## src/rtl/systolic_edge_feeder.sv

```systemverilog
// systolic_edge_feeder
//   Feeds one edge (west A lanes or north B lanes) of the PE array. Takes one
//   LANES-wide operand vector per cycle from the tile buffer and skews it
//   diagonally so that lane i lags by i cycles. Cycles with no vector accepted
//   become zero operands, which add nothing to the accumulation. The final
//   vector of a tile carries a tag down each lane. After a further DONE_DELAY
//   cycles the tag raises that lane's done pulse, which the edge PE uses to
//   fold its partial sums.
//
// Ports
//   clk_i        rising-edge clock
//   reset_i      synchronous active-high reset; discards everything in flight
//   in_valid_i   upstream vector valid
//   in_ready_o   feeder can accept a vector this cycle (depends on state only)
//   in_data_i    operand vector, lane i = [i*WIDTH +: WIDTH]
//   in_last_i    marks the final vector of a tile (qualified by in_valid_i)
//   out_data_o   skewed operands to the array edge, same lane packing
//   out_done_o   per-lane done pulse to each edge PE
//   busy_o       high while a tile is streaming or draining
//   tile_done_o  one-cycle pulse when the tile has fully drained
module systolic_edge_feeder #(
  parameter int WIDTH      = 16,
  parameter int LANES      = 4,
  parameter int DONE_DELAY = 2
) (
  input  logic                   clk_i,
  input  logic                   reset_i,
  input  logic                   in_valid_i,
  output logic                   in_ready_o,
  input  logic [LANES*WIDTH-1:0] in_data_i,
  input  logic                   in_last_i,
  output logic [LANES*WIDTH-1:0] out_data_o,
  output logic [LANES-1:0]       out_done_o,
  output logic                   busy_o,
  output logic                   tile_done_o
);

  // DRAIN lasts until the last lane's done pulse. That pulse comes
  // LANES+DONE_DELAY cycles after the last accept.
  localparam int DRAIN_LEN = LANES + DONE_DELAY;
  localparam int CNT_W     = $clog2(DRAIN_LEN);
  localparam logic [CNT_W-1:0] DRAIN_LOAD = CNT_W'(DRAIN_LEN - 1);

  typedef enum logic [1:0] {
    IDLE,
    STREAM,
    DRAIN
  } feederState_t;

  feederState_t state_q, state_d;
  logic [CNT_W-1:0] drainCnt_q, drainCnt_d;
  logic accept;
  logic lastTag;

  assign accept  = in_valid_i && in_ready_o;
  assign lastTag = accept && in_last_i;

  // State register and drain counter. Reset returns to IDLE so the feeder is
  // ready in the very next cycle.
  always_ff @(posedge clk_i) begin
    if (reset_i) begin
      state_q    <= IDLE;
      drainCnt_q <= '0;
    end else begin
      state_q    <= state_d;
      drainCnt_q <= drainCnt_d;
    end
  end

  // Next-state logic and state-derived outputs. in_ready_o depends only on
  // the state, so upstream never sees a combinational loop through valid.
  // tile_done_o fires on the last DRAIN cycle. This lines up with the done
  // pulse of the last lane.
  always_comb begin
    state_d     = state_q;
    drainCnt_d  = drainCnt_q;
    in_ready_o  = 1'b1;
    busy_o      = 1'b0;
    tile_done_o = 1'b0;
    unique case (state_q)
      IDLE: begin
        if (accept) begin
          if (in_last_i) begin
            state_d    = DRAIN;
            drainCnt_d = DRAIN_LOAD;
          end else begin
            state_d = STREAM;
          end
        end
      end
      STREAM: begin
        busy_o = 1'b1;
        if (accept && in_last_i) begin
          state_d    = DRAIN;
          drainCnt_d = DRAIN_LOAD;
        end
      end
      DRAIN: begin
        in_ready_o = 1'b0;
        busy_o     = 1'b1;
        if (drainCnt_q == '0) begin
          tile_done_o = 1'b1;
          state_d     = IDLE;
        end else begin
          drainCnt_d = drainCnt_q - CNT_W'(1);
        end
      end
      default: begin
        state_d = IDLE;
      end
    endcase
  end

  // Each lane has its own data and tag delay lines.
  // Data: lane i has i+1 registers, which gives the diagonal skew.
  // Tag: the last-tag line and the done delay are merged into one shift
  // register of i+1+DONE_DELAY stages. Because of this, a DONE_DELAY of zero
  // needs no special case.
  for (genvar g = 0; g < LANES; g++) begin : gLane
    localparam int DATA_DEPTH = g + 1;
    localparam int TAG_DEPTH  = g + 1 + DONE_DELAY;

    logic [WIDTH-1:0]     dataLine_q [DATA_DEPTH];
    logic [TAG_DEPTH-1:0] tagLine_q;

    // Shift every cycle. Cycles with no accept push a zero operand and a
    // cleared tag.
    always_ff @(posedge clk_i) begin
      if (reset_i) begin
        for (int k = 0; k < DATA_DEPTH; k++) begin
          dataLine_q[k] <= '0;
        end
        tagLine_q <= '0;
      end else begin
        dataLine_q[0] <= accept ? in_data_i[g*WIDTH +: WIDTH] : '0;
        for (int k = 1; k < DATA_DEPTH; k++) begin
          dataLine_q[k] <= dataLine_q[k-1];
        end
        tagLine_q[0] <= lastTag;
        for (int k = 1; k < TAG_DEPTH; k++) begin
          tagLine_q[k] <= tagLine_q[k-1];
        end
      end
    end

    assign out_data_o[g*WIDTH +: WIDTH] = dataLine_q[DATA_DEPTH-1];
    assign out_done_o[g]                = tagLine_q[TAG_DEPTH-1];
  end

endmodule
```

## config.mk

```make
export PLATFORM = sky130hd
export DESIGN_NAME = systolic_edge_feeder
export DESIGN_NICKNAME = d
export VERILOG_FILES = /design/src/rtl/systolic_edge_feeder.sv
export SDC_FILE = /design/constraint.sdc
export NUM_CORES = 1
export LEC_CHECK = 0
export BUFFER_PORTS_ARGS = -buffer_cell sky130_fd_sc_hd__buf_2
export CAP_MARGIN = 20
export CORE_UTILIZATION = 40
export DETAILED_ROUTE_END_ITERATION = 16
export HOLD_SLACK_MARGIN = 0.05
export PLACE_DENSITY = 0.66
export REMOVE_ABC_BUFFERS = 1
export SLEW_MARGIN = 20
export SYNTH_ARGS = -nofsm -noshare
export SYNTH_HDL_FRONTEND = slang
export SYNTH_SLANG_ARGS = --single-unit
```

## constraint.sdc

```tcl
create_clock -name clk_i -period 1.85 [get_ports clk_i]
set_input_delay 0.2775 -clock clk_i [delete_from_list [all_inputs] [get_ports clk_i]]
set_output_delay 0.2775 -clock clk_i [all_outputs]
set_load 0.01 [all_outputs]
```

# Word-level counts from Yosys, hierarchy flattened
# Memory sizes are Yosys's and may differ from the RTL's.
# Cells that the tools add are included.
# word_totals
mem_count	4
in_bits	68
out_inout_bits	71
reg_bits	23
word_cells	68
ramBits	160
# mem_list
name	depth	word_bits	read_ports	rd_ports_with_merged_regs	write_ports	line	text
gLane[3].dataLine_q	4	16	4	0	4	123	logic [WIDTH-1:0] dataLine_q [DATA_DEPTH];
gLane[2].dataLine_q	3	16	3	0	3	123	
gLane[1].dataLine_q	2	16	2	0	2	123	
gLane[0].dataLine_q	1	16	1	0	1	123	
# op_classes
n_bitwise	9
muxes	32
eq_ne	7
n_reduce_logical	9
n_addsub	1
# op_table
op	n
two-way mux 16 bit	14
OR reduction 16 bit	1
two-way mux 3 bit	4
inequality test 2 bit (second input constant)	5
bitwise OR 1 bit	9
case mux 3 bit (3 select lines)	1
two-way mux 1 bit	8
two-way mux 2 bit	4
case mux 2 bit (3 select lines)	1
AND reduction 5 bit	1
logical NOT 3 bit	1
AND reduction 3 bit	1
nonzero test 3 bit	1
subtractor 3 x 1 -> 3 bit (second input constant)	1
equality test 2 x 1 -> 1 bit (second input constant)	1
equality test 2 bit (second input constant)	1
logical AND 1 bit	2
logical NOT 2 bit	1
OR reduction 2 bit	1

# Logic depth before layout (Yosys ltp)
# logic_depth
depth_word	6
depth_mapped	7
mapped_depth_nobuf	5

# Worst setup path after synthesis
# Ideal clock, no wire load.
# synth_timing
path_type	reg-to-reg
start	reg state_q[1]
end	reg state_q[1]
slack_ns	0.101
synth_period_minus_slack_ns	1.749
stages_incl_launch_ff	6
arrival_time_ns	1.625
setup_ns	0.123
path_buffers	0
required_ns	1.727
path_cell_list	dfxtp_1 > inv_1 > ha_1 > or3b_1 > a222oi_1 > mux2_1
# synth_between
elab_chain_cells	6
elab_cells_between_ends	11
cone_classes	eq/ne: 5; mux: 2; reduce/logical: 4
# synth_lines
element	line	text
start: declaration	50	feederState_t state_q, state_d;
start signal: assignment	65	state_q <= state_d;
equality test 2 bit	80	unique case (state_q)
two-way mux 1 bit	80	
logical AND 1 bit	55	assign accept = in_valid_i && in_ready_o;
logical AND 1 bit	93	if (accept && in_last_i) begin
inequality test 2 bit (no source line)	--	
AND reduction 3 bit (no source line)	--	
# Several ways; a longest one is shown, not always the timed one.
# A chain may end at the register's enable or synchronous reset.

# Worst setup path in the final report
# layout_timing
start	reg drainCnt_q[1]
end	reg state_q[1]
# layout_between
elab_chain_cells	3
# layout_lines
element	line	text
start: declaration	51	logic [CNT_W-1:0] drainCnt_q, drainCnt_d;
start signal: assignment	66	drainCnt_q <= drainCnt_d;
logical NOT 3 bit	101	if (drainCnt_q == '0) begin
inequality test 2 bit (no source line)	--	
AND reduction 3 bit (no source line)	--	
# Every way passes these cells.

==> flow_summary_export.csv <==
group,metric,value,unit
clock_network,clockBufferDepth,2,
drt,drtIter0Drc,158,
power_and_ir_drop,p_per_area,1300,nW/um^2
timing,setup_tns,0,ps
critical_path,path_cells,"inv_2, ha_4, or3b_1, a222oi_1, buf_4, mux2_4",
clock_network,clk_latency,420,ps
critical_path,cp_slowest_cell,"or3b_1",
logic_synthesis,synthDistinctLibCells,29,
drt,wl_per_cell,11.2,um
place,place_congestion,0.825,
floorplanning,rows,40,
power_and_ir_drop,ir_worst_vdd,713,uV
floorplanning,start_util,41.7,%
logic_synthesis,synth-seq-cells,171,
logic_synthesis,syn_avg_cell_area,11.8,um^2
power_and_ir_drop,p_comb_share,13.7,%
critical_path,end_kind,"flip-flop",
timing,finalCritPeriodShare,97.7,%
critical_path,cp-start-kind,"flip-flop",
floorplanning,fp.dieW,115,um
final_layout,drive_above_1_share,31.8,%
timing,final-setup-viol-count,0,
clock_network,cts_tree,"done",
drt,route.detailed.drc,0,
timing,hold-worst-slack,65.2,ps
logic_synthesis,syn_area,5090,um^2
final_layout,area_growth_syn_to_layout,35.6,%
grt,grt_pass1_wl,13900,um
critical_path,endpoint,"state_q[1]$_SDFFE_PP0P_",
floorplanning,die_h,115,um
clock_network,htreeDepth,4,
clock_network,clk_pin_slew,60,ps
place,placed_area,5760,um^2
power_and_ir_drop,leakagePower,3.15,nW
drt,drt_wl_total,8690,um
logic_synthesis,yosysSeqAreaShare,67.2,%
grt,grt.overflow.total,0,
clock_network,cts.sinks,171,
grt,grt_pass1_vias,3053,
critical_path,critPathMaxStageDelay,370,ps
critical_path,path_class,"reg2reg",
timing,rsz0062_at_grt,"true",
worst_hold_path,min_path_type,"in2reg",
critical_path,critPathBufInv,2,
clock_network,numCtsBuffers,17,
critical_path,cp-startpoint,"drainCnt_q[1]$_SDFFE_PP0P_",
clock_network,cts_root_buf,"clkbuf_16",
run,cap_violations,0,
timing,fin_skew,7.44,ps
critical_path,cp_num_cells,6,
critical_path,r2r_slack,40,ps
final_layout,fin_util,56.6,%
grt,grt_max_degree,66,
critical_path,r2r_cells,6,
logic_synthesis,synth-warning-count,0,
logic_synthesis,postSynthCellCount,431,
power_and_ir_drop,p_total,8.97,mW
critical_path,path_max_fanout,4,
timing,hold_violations,0,
final_layout,final_nets,667,
grt,track_usage,14.0,%
final_layout,final_area,6910,um^2
timing,maxSlewViolCount,0,
place,portBuffers,138,
critical_path,r2r_end,"state_q[1]$_SDFFE_PP0P_",
power_and_ir_drop,p_switching,2.03,mW
floorplanning,top_level_ports,139,
drt,via_per_inst,4.09,
power_and_ir_drop,power.internal,6.94,mW
floorplanning,core,12200,um^2
critical_path,critical_path.top_delay_family,"simple AND/OR/NAND/NOR gates",
critical_path,r2r_start,"drainCnt_q[1]$_SDFFE_PP0P_",
power_and_ir_drop,switching_share,22.6,%
drt,vias,3166,
drt,ant_nets,0,
floorplanning,dieArea,13200,um^2
power_and_ir_drop,clkPwrFrac,41.5,%
place,place_hpwl,5090,um
grt,antenna_found_initial,0,
worst_hold_path,hold_path_startpoint,"in_data_i[38]",
critical_path,required,2150,ps
timing,tightest_slew,459,ps
timing,slew_headroom,69.4,%
power_and_ir_drop,seqPwrFrac,44.9,%
timing,layout_min_cycle_time,1810,ps
final_layout,insertedDiodeCount,0,
run_status,status,"finished clean",
critical_path,worstPathArrival,2110,ps
timing,max_freq,553,MHz
drt,drtPass1Iterations,4,
-- worst register-to-register path: stages, from the launching register on --
cell and delay, ps:
dfxtp_1 330, inv_2 90, ha_4 160, or3b_1 370
a222oi_1 280, buf_4 180, mux2_4 290
-- synth_stat cells, drive strengths merged --
cell type / number / area, um^2
a221o: 1 / 10.0
and3b: 1 / 10.0
nand2: 2 / 7.51
or3: 1 / 6.26
buf: 33 / 248
mux2i: 1 / 10.0
or2: 1 / 6.26
nand3b: 1 / 7.51
o22ai: 1 / 6.26
a21oi: 3 / 15.0
and2: 65 / 407
clkbuf: 19 / 71.3
nor2b: 101 / 632
nand2b: 4 / 25.0
and2b: 1 / 8.76
o221ai: 1 / 8.76
dfxtp: 171 / 3420
a31oi: 1 / 6.26
a2111o: 1 / 11.3
ha: 6 / 75.1
or2b: 1 / 7.51
o21ai: 1 / 5.00
mux2: 1 / 11.3
or4b: 1 / 10.0
a222oi: 1 / 10.0
nor2: 3 / 11.3
inv: 5 / 18.8
or3b: 3 / 26.3
-- cell type report --
type / instances / area, um^2
clock buffers: 19 / 443
clock inverters: 13 / 189
fillers: 1060 / 5300
inverters: 5 / 18.8
multi-input cells: 203 / 1360
flip-flops and latches: 171 / 3430
well taps: 168 / 210
repair buffers: 195 / 1260
-- cells by family after synthesis --
| family | count (synthesis) | share of synthesized area [%] |
|---|---|---|
| AO/OA/AOI/OAI | 10 | 1.42 |
| AND/OR/NAND/NOR | 185 | 22.9 |
| adder cells (fa/ha/maj) | 6 | 1.47 |
| buffers and inverters | 57 | 6.63 |
| multiplexers | 2 | 0.417 |
| flip-flops | 171 | 67.2 |
-- repair_timing --
| item | in CTS | in global routing |
|---|---|---|
| setup endpoints to repair | 2 | 3 |
| hold buffers | 46 | 0 |
| pin swaps | 4 | 3 |
| resized for setup | 8 | 4 |
| endpoints found under the hold margin | 46 | 0 |
| buffers inserted | 2 | 1 |
-- power groups by stage --
stage          combinational, mW  clock, mW  sequential, mW
5_1_grt                     1.34       3.97            4.05
3_3_place_gp               0.957          0            4.08
4_1_cts                     1.17       3.81            4.02
3_5_place_dp                1.01          0            4.09
2_1_floorplan              0.564          0            4.11
6_report                    1.23       3.72            4.02
-- registers in the layout (all words and copies together) (netlist names) --
register and cells:
gLane.dataLine_q 160, state_q 2, gLane.tagLine_q 6, drainCnt_q 3
-- worst min path at each step --
stage	end	slack, ps	depth (start not counted)
floorplan	drainCnt_q[0]$_SDFFE_PP0P_	350	1
global placement	gLane[3].dataLine_q[2][9]$_SDFF_PP0_	420	1
detailed placement	gLane[2].dataLine_q[0][45]$_SDFF_PP0_	420	1
CTS	gLane[3].dataLine_q[0][7]$_SDFF_PP0_	50	2
global route	gLane[3].dataLine_q[0][8]$_SDFF_PP0_	50	2
finish	gLane[2].dataLine_q[0][6]$_SDFF_PP0_	70	2
-- layout by cell type (no fill, tap or decap), types with 4 or more instances in the layout --
cell and instances:
and2_1 65, buf_2 136, buf_4 10, bufinv_16 4, clkbuf_16 17, dfxtp_1 169
dlygate4sd3_1 46, nand2b_1 4, nor2b_1 101
-- metrics by stage --
step / std cells / setup WS [ps]
finish: 774 / 42.7
global route: 774 / -12.3
CTS: 773 / 10.4
detailed placement: 693 / -26.7
global placement: 693 / 104
floorplan: 379 / -568
-- layer usage --
| layer | vias to the layer above | routed length, um | global-route usage [%] | share of wire [%] |
|---|---|---|---|---|
| li1 | 1618 | - | - | - |
| met1 | 1407 | 3640 | 14.9 | 42 |
| met2 | 124 | 4190 | 23.5 | 48 |
| met3 | 17 | 726 | 6.69 | 8.4 |
| met4 | 0 | 138 | 6.58 | 1.6 |
| met5 | - | 0 | 0 | 0 |
No activity file was read; power rests on OpenSTA's default activity.
